## src/rtl/cam_capture_centroid_pkg.sv

```systemverilog
// -----------------------------------------------------------------------------
// cam_capture_centroid_pkg
// Shared definitions for the OV7670 capture / colour-centroid block:
// stored image geometry, RGB444 field widths, default colour thresholds,
// capture FSM state encoding and the per-component threshold test.
// -----------------------------------------------------------------------------
package cam_capture_centroid_pkg;

   // stored (decimated) image, camera delivers twice this in each direction
   localparam int IMG_COLS    = 80;
   localparam int IMG_ROWS    = 60;
   localparam int NB_IMG_PXLS = 13;

   // counter widths: camera-side 0..255 / 0..127, stored-side 0..127 / 0..63
   localparam int NB_CAM_COL  = 8;
   localparam int NB_CAM_ROW  = 7;
   localparam int NB_COL      = 7;
   localparam int NB_ROW      = 6;

   // RGB444
   localparam int NB_COMP     = 4;
   localparam int NB_PXL      = 3 * NB_COMP;

   // default colour thresholds on a 4-bit component
   localparam int THR_HI      = 8;
   localparam int THR_LO      = 6;

   typedef enum logic [1:0] {
      ST_SYNC   = 2'd0,
      ST_VBLANK = 2'd1,
      ST_ACTIVE = 2'd2
   } cam_state_t;

   typedef struct packed {
      logic [NB_COMP-1:0] r;
      logic [NB_COMP-1:0] g;
      logic [NB_COMP-1:0] b;
   } rgb444_t;

   // A component passes when it is high (filter bit 1) or low (filter bit 0).
   function automatic logic comp_pass(input logic [NB_COMP-1:0] comp,
                                      input logic               want_hi,
                                      input logic [NB_COMP-1:0] thr_hi,
                                      input logic [NB_COMP-1:0] thr_lo);
      return want_hi ? (comp >= thr_hi) : (comp < thr_lo);
   endfunction

endpackage

```

## src/rtl/cam_capture_centroid_bbox.sv

```systemverilog
// -----------------------------------------------------------------------------
// bbox_centroid
// Tracks the bounding box of matching stored pixels over one frame and, at
// frame end, publishes its centre. With no match the previous centre is held
// and cent_valid drops.
//
// Ports
//   clk, rst_n          clock, synchronous active-low reset
//   init                re-arm the box (frame start)
//   hit                 a matching pixel was stored this cycle
//   hit_col, hit_row    stored coordinates of that pixel
//   fin                 frame end: publish centre
//   cent_col, cent_row  centre of the box, truncated
//   cent_valid          1 when the finished frame had at least one match
// -----------------------------------------------------------------------------
module bbox_centroid
   import cam_capture_centroid_pkg::*;
(
   input  logic              clk,
   input  logic              rst_n,
   input  logic              init,
   input  logic              hit,
   input  logic [NB_COL-1:0] hit_col,
   input  logic [NB_ROW-1:0] hit_row,
   input  logic              fin,
   output logic [NB_COL-1:0] cent_col,
   output logic [NB_ROW-1:0] cent_row,
   output logic              cent_valid
);

   logic [NB_COL-1:0] min_col;
   logic [NB_COL-1:0] max_col;
   logic [NB_ROW-1:0] min_row;
   logic [NB_ROW-1:0] max_row;
   logic              found;

   // one extra bit so min+max cannot wrap before the halving
   logic [NB_COL:0]   sum_col;
   logic [NB_ROW:0]   sum_row;

   assign sum_col = {1'b0, min_col} + {1'b0, max_col};
   assign sum_row = {1'b0, min_row} + {1'b0, max_row};

   always_ff @(posedge clk) begin
      if (!rst_n) begin
         min_col    <= '0;
         max_col    <= '0;
         min_row    <= '0;
         max_row    <= '0;
         found      <= 1'b0;
         cent_col   <= '0;
         cent_row   <= '0;
         cent_valid <= 1'b0;
      end else begin
         if (init) begin
            // min starts at all-ones, max at zero, so the first hit sets both
            min_col <= '1;
            max_col <= '0;
            min_row <= '1;
            max_row <= '0;
            found   <= 1'b0;
         end else if (hit) begin
            if (hit_col < min_col) min_col <= hit_col;
            if (hit_col > max_col) max_col <= hit_col;
            if (hit_row < min_row) min_row <= hit_row;
            if (hit_row > max_row) max_row <= hit_row;
            found <= 1'b1;
         end

         if (fin) begin
            if (found) begin
               cent_col   <= sum_col[NB_COL:1];
               cent_row   <= sum_row[NB_ROW:1];
               cent_valid <= 1'b1;
            end else begin
               cent_valid <= 1'b0;
            end
         end
      end
   end

endmodule

```

## src/rtl/cam_capture_centroid.sv

```systemverilog
// -----------------------------------------------------------------------------
// cam_capture_centroid
// OV7670 RGB444 capture into an 80x60 frame buffer (every second camera
// column and row of a 160x120 stream), with an optional {R,G,B} colour
// filter and a test-pattern mode. The bounding box of matching pixels is
// tracked and its centre reported once per frame.
//
// Ports
//   clk, rst_n             camera PCLK, synchronous active-low reset
//   cam_vsync, cam_href    camera frame / line strobes
//   cam_data[7:0]          RGB444 bytes: byte0[3:0]=R, byte1={G,B}
//   testmode               write column test pattern instead of camera data
//   rgbfilter[2:0]         {R,G,B} colour filter, 000 = pass everything
//   fb_we, fb_addr, fb_wdata  frame-buffer write port, R in [11:8]
//   cent_col, cent_row     centre of matching pixels of the last frame
//   cent_valid             last frame had at least one match
//   frame_done             one-cycle pulse at the end of each captured frame
//
// state     | meaning
// ----------+-------------------------------------------------------------
// ST_SYNC   | after reset; waits for a vsync pulse, nothing is written
// ST_VBLANK | vertical blank; address/counters cleared, waits vsync low
// ST_ACTIVE | frame data; pixels assembled, decimated, filtered, written
// -----------------------------------------------------------------------------
module cam_capture_centroid
   import cam_capture_centroid_pkg::*;
#(
   parameter int c_img_cols    = IMG_COLS,
   parameter int c_img_rows    = IMG_ROWS,
   parameter int c_nb_img_pxls = NB_IMG_PXLS,
   parameter int c_thr_hi      = THR_HI,
   parameter int c_thr_lo      = THR_LO
) (
   input  logic                     clk,
   input  logic                     rst_n,
   input  logic                     cam_vsync,
   input  logic                     cam_href,
   input  logic [7:0]               cam_data,
   input  logic                     testmode,
   input  logic [2:0]               rgbfilter,
   output logic                     fb_we,
   output logic [c_nb_img_pxls-1:0] fb_addr,
   output logic [NB_PXL-1:0]        fb_wdata,
   output logic [NB_COL-1:0]        cent_col,
   output logic [NB_ROW-1:0]        cent_row,
   output logic                     cent_valid,
   output logic                     frame_done
);

   localparam logic [NB_CAM_COL-1:0]    COL_LIM  = NB_CAM_COL'(2 * c_img_cols);
   localparam logic [NB_CAM_ROW-1:0]    ROW_LIM  = NB_CAM_ROW'(2 * c_img_rows);
   localparam logic [c_nb_img_pxls-1:0] STRIDE   = c_nb_img_pxls'(c_img_cols);
   localparam logic [c_nb_img_pxls-1:0] ADDR_END = c_nb_img_pxls'(c_img_cols * c_img_rows);
   localparam logic [NB_COMP-1:0]       THR_H    = NB_COMP'(c_thr_hi);
   localparam logic [NB_COMP-1:0]       THR_L    = NB_COMP'(c_thr_lo);

   cam_state_t               state;
   logic                     href_d;
   logic                     phase;
   logic [NB_COMP-1:0]       r_hold;
   logic [NB_CAM_COL-1:0]    col_cnt;
   logic [NB_CAM_ROW-1:0]    row_cnt;
   logic [c_nb_img_pxls-1:0] row_base;
   logic [c_nb_img_pxls-1:0] addr_cnt;
   logic [2:0]               filt_q;
   logic                     tm_q;

   rgb444_t                  pix;
   logic                     pix_done;
   logic                     in_win;
   logic                     keep;
   logic                     match;
   logic                     hit;
   logic [NB_COL-1:0]        img_col;
   logic [NB_ROW-1:0]        img_row;
   logic [NB_PXL-1:0]        tp_pix;
   logic [NB_PXL-1:0]        src_pix;
   logic [NB_PXL-1:0]        wdata;
   logic                     bb_init;
   logic                     bb_fin;

   assign pix      = {r_hold, cam_data};
   assign img_col  = col_cnt[NB_CAM_COL-1:1];
   assign img_row  = row_cnt[NB_CAM_ROW-1:1];

   // a vsync edge wins over a second byte arriving in the same cycle, so a
   // pixel cut by the end of frame is simply dropped
   assign pix_done = (state == ST_ACTIVE) && !cam_vsync && cam_href && phase;
   assign in_win   = (col_cnt < COL_LIM) && (row_cnt < ROW_LIM) &&
                     !col_cnt[0] && !row_cnt[0] && (addr_cnt < ADDR_END);
   assign keep     = pix_done && in_win;

   assign match    = (filt_q != 3'b000) &&
                     comp_pass(pix.r, filt_q[2], THR_H, THR_L) &&
                     comp_pass(pix.g, filt_q[1], THR_H, THR_L) &&
                     comp_pass(pix.b, filt_q[0], THR_H, THR_L);
   assign hit      = keep && match;

   assign tp_pix   = {{NB_COMP{img_col[6]}}, {NB_COMP{img_col[5]}}, {NB_COMP{img_col[4]}}};
   assign src_pix  = tm_q ? tp_pix : pix;
   assign wdata    = ((filt_q == 3'b000) || match) ? src_pix : '0;

   assign bb_init  = (state == ST_VBLANK) && !cam_vsync;
   assign bb_fin   = (state == ST_ACTIVE) && cam_vsync;

   always_ff @(posedge clk) begin
      if (!rst_n) begin
         state      <= ST_SYNC;
         href_d     <= 1'b0;
         phase      <= 1'b0;
         r_hold     <= '0;
         col_cnt    <= '0;
         row_cnt    <= '0;
         row_base   <= '0;
         addr_cnt   <= '0;
         filt_q     <= '0;
         tm_q       <= 1'b0;
         fb_we      <= 1'b0;
         fb_addr    <= '0;
         fb_wdata   <= '0;
         frame_done <= 1'b0;
      end else begin
         fb_we      <= 1'b0;
         frame_done <= 1'b0;
         href_d     <= cam_href;

         case (state)
            ST_SYNC: begin
               phase <= 1'b0;
               if (cam_vsync) state <= ST_VBLANK;
            end

            ST_VBLANK: begin
               phase    <= 1'b0;
               col_cnt  <= '0;
               row_cnt  <= '0;
               row_base <= '0;
               addr_cnt <= '0;
               fb_addr  <= '0;
               if (!cam_vsync) begin
                  state  <= ST_ACTIVE;
                  filt_q <= rgbfilter;
                  tm_q   <= testmode;
               end
            end

            ST_ACTIVE: begin
               if (cam_vsync) begin
                  state      <= ST_VBLANK;
                  frame_done <= 1'b1;
                  phase      <= 1'b0;
               end else if (!cam_href) begin
                  phase   <= 1'b0;
                  col_cnt <= '0;
                  if (href_d) begin
                     if (row_cnt != '1) row_cnt <= row_cnt + 1'b1;
                     // after a stored (even) line the next stored line starts
                     // one stride further, however short this line was
                     if (!row_cnt[0] && (row_cnt < ROW_LIM)) begin
                        row_base <= row_base + STRIDE;
                        addr_cnt <= row_base + STRIDE;
                     end
                  end
               end else if (!phase) begin
                  phase  <= 1'b1;
                  r_hold <= cam_data[NB_COMP-1:0];
               end else begin
                  phase <= 1'b0;
                  if (col_cnt != '1) col_cnt <= col_cnt + 1'b1;
                  if (keep) begin
                     fb_we    <= 1'b1;
                     fb_addr  <= addr_cnt;
                     fb_wdata <= wdata;
                     addr_cnt <= addr_cnt + 1'b1;
                  end
               end
            end

            default: state <= ST_SYNC;
         endcase
      end
   end

   bbox_centroid u_bbox (
      .clk        (clk),
      .rst_n      (rst_n),
      .init       (bb_init),
      .hit        (hit),
      .hit_col    (img_col),
      .hit_row    (img_row),
      .fin        (bb_fin),
      .cent_col   (cent_col),
      .cent_row   (cent_row),
      .cent_valid (cent_valid)
   );

endmodule

```

## config.mk

```make
export PLATFORM = sky130hd
export DESIGN_NAME = cam_capture_centroid
export DESIGN_NICKNAME = d
export VERILOG_FILES = /design/src/rtl/cam_capture_centroid_pkg.sv /design/src/rtl/cam_capture_centroid_bbox.sv /design/src/rtl/cam_capture_centroid.sv
export SDC_FILE = /design/constraint.sdc
export NUM_CORES = 1
export LEC_CHECK = 0
export BUFFER_PORTS_ARGS = -buffer_cell sky130_fd_sc_hd__buf_2
export CORE_UTILIZATION = 40
export CTS_BUF_LIST = sky130_fd_sc_hd__clkbuf_16
export DETAILED_ROUTE_END_ITERATION = 6
export PLACE_DENSITY_LB_ADDON = 0.1
export REMOVE_ABC_BUFFERS = 1
export SYNTH_ARGS = -nofsm -noshare
export SYNTH_HDL_FRONTEND = slang
export SYNTH_SLANG_ARGS = --single-unit
```

## constraint.sdc

```tcl
create_clock -name clk -period 5.2 [get_ports clk]
set_input_delay 0.52 -clock clk [delete_from_list [all_inputs] [get_ports clk]]
set_output_delay 0.52 -clock clk [all_outputs]
set_load 0.02 [all_outputs]
```

==> metrics.md <==
| Metric | Value |
|---|---|
| Outcome | finished, final reports clean |
| Initial DRC Count | just under 500 |
| Core Area | 0.01537 mm² |
| PostCTS Resize Cnt | 0 |
| Final core utilization | 0.4794 |
| DP Worst Slack | approximately 2200 ps |
| Max clock buf depth | 2 |
| Chip Width | about 130 µm |
| Io pins | 57 |
| Slowest stage delay, CP | slightly above 700 ps |
| Clock sinks | between 100 and 150 |
| Worst path cell trace | o21ai_0, and4_1, nand4_2, or4_1, o311a_1 |
| Global Route Usage Sum | 0.2197 |
| CTS H-tree lvls | 4 |
| # setup viols final | 0 |
| Largest net degree at the start of global routing | 34 |
| Worst relative slew slack | 0.1798 |
| Actual slew at the worst max-slew pin | 1219 ps |
| Setup crit end kind | flip-flop |
| Die height | ~130 µm |
| Commonest cells after routing, fill and taps aside | dfxtp_1 (117), a21oi_1 (73), nand2_1 (64), nor2_1 (56), buf_2 (56) |
| Final HPWL DP | between 10000 and 15000 µm |
| Clock-pin transition on the worst setup and hold timing paths | roughly 60 ps |
| Post-Layout Inst Area | approximately 0.0074 mm² |
| Crit path max fanout | 27 |
| Total length of routed wires | ~17000 µm |
| Achievable Freq | approximately 340 MHz |
| Syn-to-layout area delta | 15.35% |
| Final Hold Violating Endpoints | 0 |
| Slew Viols, Final | 0 |
| Via density | between 5 and 6 |
| Initial antenna violation count | 0 |
| Initial Util | 0.4156 |
| Sequential share of the synthesized area | 0.3666 |
| Post-DR wirelength/cell | approximately 17 µm |
| Slowest CP cell | or4_1 |
| #FFs+latches synth | around 120 |
| Final setup margin | between 2000 and 2500 ps |
| Post CTS Setup Buffer Count | 0 |
| Total leakage power | 2.769 nW |
| Cells after Synth | between 700 and 800 |
| # diodes | 0 |
| Worst min-delay path category | in -> reg |
| Max-cap check violation count | 0 |
| Rows | 45 |
| Average size of a mapped cell | roughly 8.4 µm² |
| Share of cells above drive strength 1 | 0.1342 |
| Worst setup path category | reg -> reg |
| DRT Pass-1 Iters | 5 |
| Ranking of synthesized cells by area | dfxtp_1 (37%), ha_1 (7.6%), a21oi_1 (5.7%) |
| CTS tree | yes |
| Dpl cell area | between 0.006 and 0.007 mm² |
| Placed instance count | ~990 |
| Final TNS setup | 0 ps |
| Final Skew | between 10 and 15 ps |
| Post-layout min period | roughly 3000 ps |
| Power Dens Cells | 297.5 mW/mm² |
| ANT nets after route | 0 |
| Crit path DAT | between 3000 and 4000 ps |
| CTS root buffer | clkbuf_16 |
| Vias in the first global route | 5802 |
| Predominant post-synthesis flop cell | dfxtp_1 |
| Synthesis warning total | 0 |
| Die area | 0.01648 mm² |
| PortBufs | between 50 and 60 |
| Final-stage net count | 856 |
| Grt total ovfl | 0 |
| Yosys cell types | between 60 and 70 |
| WP data required | 5510 ps |
| RSZ-0062 raised after global routing | false |
| Worst-Skew Late Latency | about 420 ps |
| Largest area contributor in the netlist | dfxtp_1 |
| Drt drc | 0 |
| TritonCTS buffer count | 17 |
| First-pass GRT wire length | around 29000 µm |
| Startpoint Class | flip-flop |
| Commonest non-fill, non-tap cell in the layout | dfxtp_1 |
| Post-synth EDFFs | 0 |
| Crit share post-route | 0.5682 |
| Netlist Area Pre-Place | 0.006389 mm² |
| VDD IR-drop max | between 200 and 250 µV |
| Async SR Flop Fraction | 0 |
| Post-CTS Hold Fix Bufs | 0 |
| Final std cells w/o fill | 1023 |
| GPL Wtd Cong | ~0.87 |
| Routed vias | 5837 |
| Synth top area share | 0.3666 |
==> worst max-delay path, delay by kind of cell (launching register included) <==
kind | cells | cell delay (ps)
compound gates | 2 | 550
flops | 1 | 480
simple gates | 3 | 1800
==> metal layers <==
metal | track usage | wire, µm | vias up | share of wire
met5 | 0 | 0 | - | 0
met4 | 0.08235 | 334 | 0 | 0.020
met3 | 0.04865 | 656 | 30 | 0.038
met2 | 0.3504 | 7852 | 136 | 0.46
met1 | 0.2902 | 8207 | 2775 | 0.48
li1 | - | - | 2896 | -
==> report_power, final <==
group          leakage (nW)  internal [W]  switching, W  total [W]
sequential            0.945      0.000907     0.0000155   0.000922
clock                 0.269      0.000706      0.000454    0.00116
combinational          1.55     0.0000371     0.0000735   0.000111
total                  2.77       0.00165      0.000543    0.00219
==> final timing paths <==
check	startpoint	endpoint	slack, ps	cells past startpoint
setup / recovery	col_cnt[5]$_SDFFE_PN0P_	u_bbox.min_row[1]$_SDFFE_PN0P_	2250	5
hold / removal	rgbfilter[0]	filt_q[0]$_SDFFE_PN0P_	350	3
setup reg to reg	col_cnt[5]$_SDFFE_PN0P_	u_bbox.min_row[1]$_SDFFE_PN0P_	2250	5
hold reg to reg	u_bbox.cent_col[2]$_SDFFE_PN0P_	u_bbox.cent_col[2]$_SDFFE_PN0P_	450	2
==> cells by family after synthesis <==
group / synth area share
mux: 0.02996
buf+inv: 0.05053
fa+ha+maj: 0.08265
compound gates: 0.2211
xor+xnor: 0.03016
flops: 0.3666
simple gates: 0.2190
==> metrics by stage <==
stage | hold WS [ps] | power [W]
final | 349.6 | 0.002192
after global routing | 329.8 | 0.002272
after detailed placement | 442.9 | 0.001052
after CTS | 333.4 | 0.002212
after floorplan | 445.5 | 0.001007
after global placement | 439.1 | 0.001049
==> cell type report <==
| class | count | area, µm² |
|---|---|---|
| clock buffer | 17 | 425.4 |
| clock inverter | 15 | 157.7 |
| fill | 1513 | 8001 |
| inverter | 37 | 138.9 |
| multi-input combinational | 565 | 3724 |
| sequential | 117 | 2342 |
| tap | 211 | 264.0 |
| timing repair buffer | 61 | 317.8 |
==> state kept, by name, summed over array words and instances, names as in the netlist, 4 cells and up <==
name,count
addr_cnt,13
col_cnt,8
fb_addr,13
fb_wdata,12
r_hold,4
row_base,9
row_cnt,7
u_bbox.cent_col,7
u_bbox.cent_row,6
u_bbox.max_col,7
u_bbox.max_row,6
u_bbox.min_col,7
u_bbox.min_row,6
==> synth_stat cells (3+ instances only) <==
cell type and count:
o2bb2ai_1 13, o21a_1 10, o2111ai_1 3, or3_1 8, a21o_1 9, mux2i_1 18, o211ai_1 3, or2_2 3
o22ai_1 3, nor4_1 17, buf_2 11, clkbuf_1 30, or4_1 7, and3_1 4, and2_1 5, and4_1 3
o21ai_0 25, nor2_1 56, inv_1 37, nand4_1 22, ha_1 39, nand3_1 38, o311a_1 6, dfxtp_1 117
a21oi_1 73, a211oi_1 8, nand2_1 64, buf_1 3, a31oi_1 5, a311oi_1 7, o31ai_1 19, nand2b_1 6
xor2_1 3, xnor2_1 19, nor2b_1 9, nor3_1 20
No activity file was read; power rests on OpenSTA's default activity.
